[src/rtl/channel_accum_pkg.sv]
// Shared widths and saturation limits for the channel accumulator and the
// stages that reuse its saturation logic.
package channel_accum_pkg;

   localparam int DATA_W    = 16;
   localparam int ACC_GUARD = 4;
   localparam int PHASE_W   = 3;

   localparam logic signed [DATA_W-1:0] SAT_MAX = {1'b0, {(DATA_W-1){1'b1}}};
   localparam logic signed [DATA_W-1:0] SAT_MIN = {1'b1, {(DATA_W-1){1'b0}}};

endpackage

[src/rtl/channel_accum_if.sv]
// Partial-sum input, per-channel controls and result handshake of the
// channel accumulator.
interface channel_accum_if;
   import channel_accum_pkg::*;

   logic                      in_valid;
   logic [PHASE_W-1:0]        in_phase;
   logic signed [DATA_W-1:0]  in_data;
   logic                      in_ready;
   logic signed [DATA_W-1:0]  bias;
   logic                      relu_en;
   logic                      out_valid;
   logic                      out_ready;
   logic signed [DATA_W-1:0]  out_data;
   logic                      err;

   modport master (
      output in_valid, in_phase, in_data, bias, relu_en, out_ready,
      input  in_ready, out_valid, out_data, err
   );

   modport slave (
      input  in_valid, in_phase, in_data, bias, relu_en, out_ready,
      output in_ready, out_valid, out_data, err
   );

endinterface

[src/rtl/channel_accum_sat_relu.sv]
// Optional ReLU followed by signed saturation of a wide accumulator value
// down to DATA_W bits. Purely combinational so other stages can reuse it.
module channel_accum_sat_relu
   import channel_accum_pkg::*;
#(
   parameter int ACC_W = DATA_W + ACC_GUARD
) (
   input  logic signed [ACC_W-1:0]  s,
   input  logic                     relu_en,
   output logic signed [DATA_W-1:0] y
);

   localparam logic signed [ACC_W-1:0] MAX_EXT = {{(ACC_W-DATA_W){1'b0}}, SAT_MAX};
   localparam logic signed [ACC_W-1:0] MIN_EXT = {{(ACC_W-DATA_W){1'b1}}, SAT_MIN};

   function automatic logic signed [DATA_W-1:0] sat_relu_f(
      input logic signed [ACC_W-1:0] v,
      input logic                    en
   );
      logic signed [ACC_W-1:0] t;
      t = (en && v[ACC_W-1]) ? '0 : v;
      if (t > MAX_EXT)
         return SAT_MAX;
      else if (t < MIN_EXT)
         return SAT_MIN;
      else
         return t[DATA_W-1:0];
   endfunction

   // Clamp negatives when requested, then saturate to the output width.
   always_comb y = sat_relu_f(s, relu_en);

endmodule

[src/rtl/channel_accum.sv]
// Accumulates NUM_PHASE partial dot products for one output channel, adds
// the channel bias, applies optional ReLU with saturation and hands the
// result downstream over a valid/ready handshake.
module channel_accum
   import channel_accum_pkg::*;
#(
   parameter int NUM_PHASE = 4,
   parameter int GUARD     = ACC_GUARD
) (
   input logic             clk,
   input logic             rst,
   channel_accum_if.slave  chan
);

   localparam int ACC_W = DATA_W + GUARD;
   localparam logic [PHASE_W-1:0] LAST_CNT = PHASE_W'(NUM_PHASE - 1);

   typedef enum logic [1:0] {
      ACCUM = 2'd0,
      FINAL = 2'd1,
      OUT   = 2'd2
   } state_t;

   state_t                    state_q, state_d;
   logic signed [ACC_W-1:0]   acc_q, acc_d;
   logic [PHASE_W-1:0]        cnt_q, cnt_d;
   logic                      out_valid_q, out_valid_d;
   logic signed [DATA_W-1:0]  out_data_q, out_data_d;
   logic                      err_q, err_d;

   logic signed [ACC_W-1:0]   in_ext;
   logic signed [ACC_W-1:0]   bias_ext;
   logic signed [ACC_W-1:0]   sum;
   logic signed [DATA_W-1:0]  sat_y;

   assign in_ext   = {{GUARD{chan.in_data[DATA_W-1]}}, chan.in_data};
   assign bias_ext = {{GUARD{chan.bias[DATA_W-1]}}, chan.bias};
   assign sum      = acc_q + bias_ext;

   channel_accum_sat_relu #(
      .ACC_W (ACC_W)
   ) u_sat_relu (
      .s       (sum),
      .relu_en (chan.relu_en),
      .y       (sat_y)
   );

   // Next-state and next-register decode for the accumulate/finalise/output cycle.
   always_comb begin
      state_d     = state_q;
      acc_d       = acc_q;
      cnt_d       = cnt_q;
      out_valid_d = out_valid_q;
      out_data_d  = out_data_q;
      err_d       = err_q;
      case (state_q)
         ACCUM: begin
            if (chan.in_valid) begin
               acc_d = acc_q + in_ext;
               if (chan.in_phase != cnt_q)
                  err_d = 1'b1;
               if (cnt_q == LAST_CNT)
                  state_d = FINAL;
               else
                  cnt_d = cnt_q + 1'b1;
            end
         end
         FINAL: begin
            // Partials offered while the result is being formed are lost.
            if (chan.in_valid)
               err_d = 1'b1;
            out_data_d  = sat_y;
            out_valid_d = 1'b1;
            acc_d       = '0;
            cnt_d       = '0;
            state_d     = OUT;
         end
         OUT: begin
            if (chan.in_valid)
               err_d = 1'b1;
            if (chan.out_ready) begin
               out_valid_d = 1'b0;
               state_d     = ACCUM;
            end
         end
         default: begin
            state_d = ACCUM;
         end
      endcase
   end

   // State and datapath registers; reset discards any partial sum or pending result.
   always_ff @(posedge clk) begin
      if (rst) begin
         state_q     <= ACCUM;
         acc_q       <= '0;
         cnt_q       <= '0;
         out_valid_q <= 1'b0;
         out_data_q  <= '0;
         err_q       <= 1'b0;
      end else begin
         state_q     <= state_d;
         acc_q       <= acc_d;
         cnt_q       <= cnt_d;
         out_valid_q <= out_valid_d;
         out_data_q  <= out_data_d;
         err_q       <= err_d;
      end
   end

   assign chan.in_ready  = (state_q == ACCUM);
   assign chan.out_valid = out_valid_q;
   assign chan.out_data  = out_data_q;
   assign chan.err       = err_q;

endmodule
[src/flat_wrapper.sv]
// flat-port wrapper written by rule: the top's interface ports become plain ports
module channel_accum_flat import channel_accum_pkg::*;
#(
   parameter int NUM_PHASE = 4,
   parameter int GUARD     = ACC_GUARD
)
  (clk, rst, chan_in_valid, chan_in_phase, chan_in_data, chan_bias, chan_relu_en, chan_out_ready, chan_in_ready, chan_out_valid, chan_out_data, chan_err);
  channel_accum_if chan_i ();
  input logic clk;
  input logic rst;
  input wire logic [$bits(chan_i.in_valid)-1:0] chan_in_valid;
  input wire logic [$bits(chan_i.in_phase)-1:0] chan_in_phase;
  input wire logic [$bits(chan_i.in_data)-1:0] chan_in_data;
  input wire logic [$bits(chan_i.bias)-1:0] chan_bias;
  input wire logic [$bits(chan_i.relu_en)-1:0] chan_relu_en;
  input wire logic [$bits(chan_i.out_ready)-1:0] chan_out_ready;
  output wire logic [$bits(chan_i.in_ready)-1:0] chan_in_ready;
  output wire logic [$bits(chan_i.out_valid)-1:0] chan_out_valid;
  output wire logic [$bits(chan_i.out_data)-1:0] chan_out_data;
  output wire logic [$bits(chan_i.err)-1:0] chan_err;
  assign chan_i.in_valid = chan_in_valid;
  assign chan_i.in_phase = chan_in_phase;
  assign chan_i.in_data = chan_in_data;
  assign chan_i.bias = chan_bias;
  assign chan_i.relu_en = chan_relu_en;
  assign chan_i.out_ready = chan_out_ready;
  assign chan_in_ready = chan_i.in_ready;
  assign chan_out_valid = chan_i.out_valid;
  assign chan_out_data = chan_i.out_data;
  assign chan_err = chan_i.err;
  channel_accum #(.NUM_PHASE(NUM_PHASE), .GUARD(GUARD)) u_core (.clk(clk), .rst(rst), .chan(chan_i));
endmodule
[config.mk]
export PLATFORM = sky130hd
export DESIGN_NAME = channel_accum_flat
export DESIGN_NICKNAME = d
export VERILOG_FILES = /design/src/rtl/channel_accum_pkg.sv /design/src/rtl/channel_accum_if.sv /design/src/rtl/channel_accum_sat_relu.sv /design/src/rtl/channel_accum.sv /design/src/flat_wrapper.sv
export SDC_FILE = /design/constraint.sdc
export NUM_CORES = 1
export LEC_CHECK = 0
export ABC_AREA = 1
export BUFFER_PORTS_ARGS = -buffer_cell sky130_fd_sc_hd__buf_2
export CAP_MARGIN = 25
export CORE_AREA = 2 2 88 90
export DETAILED_ROUTE_END_ITERATION = 6
export DIE_AREA = 0 0 90 92
export GPL_ROUTABILITY_DRIVEN = 0
export PLACE_DENSITY = 0.86
export SETUP_SLACK_MARGIN = 0.05
export SYNTH_ARGS = -nofsm -noshare
export SYNTH_HDL_FRONTEND = slang
export SYNTH_SLANG_ARGS = --single-unit
export TNS_END_PERCENT = 100
[constraint.sdc]
create_clock -name clk -period 2.9 [get_ports clk]
set_clock_uncertainty 0.15 [all_clocks]
set_input_delay 0.435 -clock clk [delete_from_list [all_inputs] [get_ports clk]]
set_output_delay 0.435 -clock clk [all_outputs]
set_load 0.02 [all_outputs]
=== Yosys cells after proc, flatten, opt, wreduce, memory -nomap -nowiden ===
Index checks and enable logic that the tools add are counted.

* Add/sub/neg operators: 3
* $mul: 0
* Div/mod/pow operators: 0
* Order comparisons: 2
* Equality and inequality tests: 10
* Shift-type cells: 0
* Muxes and demuxes: 18
* Bitwise gates (word level): 0
* Reduce and logical (&&, ||, !) cells: 11

{| class="wikitable"
|+ Operators by type and width
! cell !! number
|-
| $add A20 B16 Y20 || 2
|-
| $mux W20 || 2
|-
| $pmux W20 S2 || 1
|-
| $mux W16 || 2
|-
| $gt A20 B16 Y1 const B || 1
|-
| $lt A20 B16 Y1 const B || 1
|-
| $mux W2 || 3
|-
| $mux W3 || 2
|-
| $ne A2 B1 Y1 const B || 3
|-
| $ne A2 B2 Y1 const B || 3
|-
| $pmux W2 S3 || 1
|-
| $pmux W3 S2 || 1
|-
| $reduce_and A3 Y1 || 2
|-
| $reduce_bool A2 Y1 || 3
|-
| $mux W1 || 4
|-
| $pmux W1 S2 || 2
|-
| $reduce_and A2 Y1 || 2
|-
| $reduce_and A4 Y1 || 1
|-
| $add A3 B1 Y3 const B || 1
|-
| $eq A3 B2 Y1 const B || 1
|-
| $ne A3 B3 Y1 || 1
|-
| $eq A2 B1 Y1 const B || 1
|-
| $eq A2 B2 Y1 const B || 1
|-
| $logic_not A2 Y1 || 1
|-
| other kinds (2) || 2
|}

* Register bits: 43
* Latch bits: 0
* Memory bits (writable): 0
* Memory bits (read-only): 0
* Input bits: 40
* Output and inout port bits: 19
* Logic and storage cells: 50
* Memories kept: 0

=== Longest topological paths before layout ===
* Depth in word-level cells: 6
* Mapped depth: 21
* Gate-level depth less buffers: 20

=== Modules after synthesis ===
Synthesis repeated with hierarchy kept, for this count alone.

* Cells, all modules: 691
* Area, all modules: 4256.6 sq um

{| class="wikitable"
|+ By module, submodules not included
! module !! times used !! cells an instance !! area an instance (sq um) !! seq. area each (sq um)
|-
| channel_accum || 1 || 617 || 3935.0 || 860.8
|-
| channel_accum_sat_relu || 1 || 74 || 321.6 || 0.0
|}

=== Least setup slack after synthesis ===
OpenSTA, ideal clock, no wires.

* Path kind: input to register
* From: input port chan_bias[0]
* To: register u_core.out_data_q[10] (netlist: u_core.chan.out_data[10])
* Setup time: 0.109 ns
* Arrival time: 2.279 ns
* Data required time: 2.641 ns
* Path slack: 0.362 ns
* Cell stages on the path: 20
* Path buffers: 1
* Cells stage by stage: ha_1 > inv_1 > fa_1 > inv_1 > nand3_1 > nand2_1 > nand2_1 > nand2_1 > nand2_1 > nand2_1 > nand2_1 > nand2_1 > nand3_1 > o21ai_1 > nand2_1 > nand2_2 > buf_6 > nand3_1 > nand2_1 > inv_1

* Word-level cells in the longest chain between the ends: 6
* Elaborated cells between the ends (all ways): 7
* Those cells by class: add/sub: 1; order compare: 2; mux: 3; reduce/logical: 1

{| class="wikitable"
|+ RTL lines
! element !! line !! RTL
|-
| from (decl) || flat_wrapper.sv:14 || <nowiki>input wire logic [$bits(chan_i.bias)-1:0] chan_bias;</nowiki>
|-
| $add A20 B16 Y20 (*) || channel_accum.sv:38 || <nowiki>assign sum = acc_q + bias_ext;</nowiki>
|-
| $logic_and A1 B1 Y1 || channel_accum_sat_relu.sv:21 || <nowiki>t = (en && v[ACC_W-1]) ? '0 : v;</nowiki>
|-
| $mux W20 (*) || channel_accum_sat_relu.sv:21 ||
|-
| $lt A20 B16 Y1 || channel_accum_sat_relu.sv:24 || <nowiki>else if (t < MIN_EXT)</nowiki>
|-
| $mux W16 || channel_accum_sat_relu.sv:24 ||
|-
| $mux W16 (*) || channel_accum_sat_relu.sv:22 || <nowiki>if (t > MAX_EXT)</nowiki>
|-
| to (signal assigned) || channel_accum.sv:106 || <nowiki>out_data_q <= out_data_d;</nowiki>
|-
| to (decl) || channel_accum.sv:28 || <nowiki>logic signed [DATA_W-1:0] out_data_q, out_data_d;</nowiki>
|}

Mark *: on every way between the ends. The rest lies on a longest branch, timed or not.
A chain may end at the register's enable or synchronous reset.

=== Worst setup path in the final report ===
* From: register u_core.acc_q[0]
* To: register u_core.out_data_q[3] (netlist: u_core.chan.out_data[3])

* Word-level cells in the longest chain between the ends: 6
* Elaborated cells between the ends (all ways): 7
* Those cells by class: add/sub: 1; order compare: 2; mux: 3; reduce/logical: 1

{| class="wikitable"
|+ RTL lines
! element !! line !! RTL
|-
| from (decl) || channel_accum.sv:25 || <nowiki>logic signed [ACC_W-1:0] acc_q, acc_d;</nowiki>
|-
| from (signal assigned) || channel_accum.sv:96 || <nowiki>acc_q <= '0;</nowiki>
|-
| from (signal assigned) || channel_accum.sv:103 || <nowiki>acc_q <= acc_d;</nowiki>
|-
| $add A20 B16 Y20 (*) || channel_accum.sv:38 ||
|-
| $logic_and A1 B1 Y1 || channel_accum_sat_relu.sv:21 ||
|-
| $mux W20 (*) || channel_accum_sat_relu.sv:21 ||
|-
| $lt A20 B16 Y1 || channel_accum_sat_relu.sv:24 ||
|-
| $mux W16 || channel_accum_sat_relu.sv:24 ||
|-
| $mux W16 (*) || channel_accum_sat_relu.sv:22 ||
|}

Marked as above.

==> metrics.yaml <==
outcome: "completed"
setup_viol_count_final: 0
endpoint_kind: "register"
grt_util_all_layers_pct: 26.1
register_clock_pin_slew_on_the_reported_worst_setup_and_hold_paths_ns: 0.10
synthToLayoutAreaGrowth_pct: 12.9
wire_per_inst_um: 13.0
lkg_pwr_nw: 2.60
post_synth_mux_area_share_pct: 0
postCtsHoldBufs: 0
synthDistinctLibCells: 37
synth.yosys.seq_area_share_pct: 20.4
worst_hold_path_stage_count: 3
layout-drive-gt1-share_pct: 15.2
path_class: "register to register"
grt_util_met1_pct: 32.0
crit_fanout: 7
achievable-frequency_mhz: 380
die-height_um: 92
worst_slack_ns: 0.269
antenna_found_initial: 0
internal_power_of_the_cells_mw: 2.12
cts_made_buffers: 5
finalMaxSlewViolations: 0
vdd_drop_max_uv: 407
cts.htree.levels: 2
routed_via_density: 5.40
insertion_delay_ns: 0.31
relSlewSlack_pct: 43.2
grt_remaining_overflow: 0
final_common_cell: "nand2_1"
synth_top_family_by_area: "simple AND/OR/NAND/NOR gates"
post_synth.cell_area_avg_um2: 6.05
gr-max-usage-layer: "met2"
dp_worst_setup_slack_ns: -0.00324
place_area_um2: 4580
worst-r2r-cell-count: 19
seqCellArea_um2: 862
worst-endpoint-arrival_ns: 2.68
mostFrequentLayoutCells: "nand2_1 (194), inv_1 (94), a21oi_1 (79)"
post-route-cell-area_um2: 4770
drt.antenna.violating_nets: 0
switching_power_mw: 2.27
grtUsageMet2_pct: 46.6
totalWireLength_um: 11100
port_buffers: 58
std_cell_rows: 32
cap_viol_max_count: 0
switching_share_pct: 51.7
first_iter_violations: 250
cts-root-buf: "clkbuf_8"
critical_path_required_ns: 2.95
timing.hold.worst.class: "input port to register"
synth-adder-area-share_pct: 13.7
synth_simple_gate_area_share_pct: 36.2
timing.critical_path.from_type: "register"
multi_input_comb_area_um2: 2970
clock_tree_from_tritoncts: "done"
antenna_cells: 0
yosys_warnings: 0
utilization_pct: 64.0
rsz0062_at_grt: "no"
pwr-share-clk_pct: 11.4
start_util_pct: 56.7
synth_xor_area_share_pct: 3.11
final_min_period_over_clock_period_pct: 90.7
grt_start_max_net_pins: 42
drt_pass1_iterations: 5
design.portCount: 59
use_met3_pct: 3.53
grt_pass1_wl_um: 18200
synthesis.area_um2: 4220
power_density_nw_per_um2: 921
clock_tree.buffer_depth: 2
drc: 0
final.fill_count: 707
routed-via-count: 4629
dpl.hpwl_um: 8400
finalHoldViolCount: 0
dieWidth_um: 90
first_global_vias: 4255
comb_power_share_pct: 66.5
number_of_nets_in_the_finished_design: 839
placeableCoreArea_um2: 7450
tightest_slew_ns: 0.852
cts_num_sinks: 43
syn_inst: 698
die_area_um2: 8280
synthesis_stage_register_bit_count: 43
timing.final.crit_period_ns: 2.63
postSynthNetCount: 783
power_frac_seq_pct: 22.1
synth-compound-area-share_pct: 15.9
[cell families (layout without fill, tap and decap cells)]
family | count (synthesis) | in the layout
simple gates | 354 | 356
compound gates | 128 | 128
buf+inv | 113 | 168
fa+ha+maj | 45 | 45
flops | 43 | 43
xor+xnor | 15 | 15
[layer usage]
layer	share of wire, %	vias to the layer above	wire (um)
met5	0	-	0
met4	2.7	0	302
met3	5.5	31	611
met2	50	151	5530
met1	42	2072	4690
li1	-	2375	-
[flip-flops by register name, indices dropped and copies added (netlist names)]
| register | count |
|---|---|
| u_core.chan.err | 1 |
| u_core.acc_q | 20 |
| u_core.chan.out_valid | 1 |
| u_core.cnt_q | 3 |
| u_core.state_q | 2 |
| u_core.chan.out_data | 16 |
[cell usage after synthesis]
library cell  count  area, um^2
xnor2_1           8        70.1
nand3_1          44         220
o21ai_0          34         170
buf_12            1        20.0
fa_1              2        40.0
ha_1             43         538
a22oi_1           1        7.51
o21ai_1           1        5.00
nor4_1            4        25.0
nand3_2           1        10.0
nor2_1           66         248
nor2_2            2        12.5
nand4_2           1        12.5
nand2_2          17         106
or3_1             1        6.26
a31oi_1           4        25.0
o2111ai_1         1        8.76
inv_1            94         353
nand3_4           1        17.5
nand2_1         197         739
buf_2             3        15.0
nand4_1           6        37.5
xor2_1            7        61.3
inv_2             4        15.0
buf_6             1        11.3
o211ai_1          1        7.51
nand3b_1          4        30.0
nor3_1            2        10.0
o21a_1            1        7.51
nand2_4           1        11.3
a21oi_1          80         400
a21o_1            3        22.5
a211oi_1          1        7.51
or2_2             7        43.8
clkbuf_1         10        37.5
o21bai_1          1        7.51
dfxtp_1          43         861
[worst paths after layout]
| kind | start | end | slack (ns) |
|---|---|---|---|
| hold / removal | chan_in_valid | u_core.chan.err | 0.30 |
| setup / recovery | u_core.acc_q[0] | u_core.chan.out_data[3] | 0.27 |
| hold reg to reg | u_core.chan.err | u_core.chan.err | 0.30 |
| setup reg to reg | u_core.acc_q[0] | u_core.chan.out_data[3] | 0.27 |
[power groups by stage]
stage | sequential (mW) | combinational [mW] | clock, mW
after detailed placement | 0.976 | 2.76 | 0
after global placement | 0.965 | 2.66 | 0
after global routing | 0.993 | 3.30 | 0.530
after floorplan | 1.05 | 2.10 | 0
after CTS | 0.963 | 2.77 | 0.503
final | 0.970 | 2.92 | 0.501
[cell type report]
type,instances,area share [%]
multi-input combinational,544,62.3
sequential,43,18.1
inverter,98,7.72
timing repair buffer,62,6.72
tap,102,2.68
clock buffer,6,1.73
clock inverter,2,0.735
[timing repair]
action	4_1_cts	5_1_grt
endpoints found under the hold margin	0	0
buffers inserted	0	1
gates resized for setup	0	13
endpoints found under the setup margin	0	15
[metrics by stage]
stage          instances  hold WS, ns  setup TNS [ns]  power (mW)
6_report             857        0.299               0        4.39
5_1_grt              857        0.316               0        4.82
4_1_cts              854        0.303               0        4.24
3_5_place_dp         846        0.291        -0.00324        3.73
3_3_place_gp         846        0.286               0        3.63
2_1_floorplan        698        0.311               0        3.15
[worst max-delay path, stage by stage (launching register included)]
cell	delay, ns
dfxtp_2	0.36
ha_2	0.19
inv_1	0.06
fa_2	0.35
inv_1	0.09
nand3_1	0.08
nand2_2	0.10
nand2_1	0.08
nand2_2	0.08
nand2_1	0.08
nand2_1	0.10
nand2_1	0.06
nand2_1	0.06
nand3_1	0.07
o21ai_1	0.16
nand2_2	0.12
nand2_2	0.15
nand3_1	0.09
nand2_1	0.07
inv_1	0.03
Note: power is estimated with default switching activity, not from simulation.
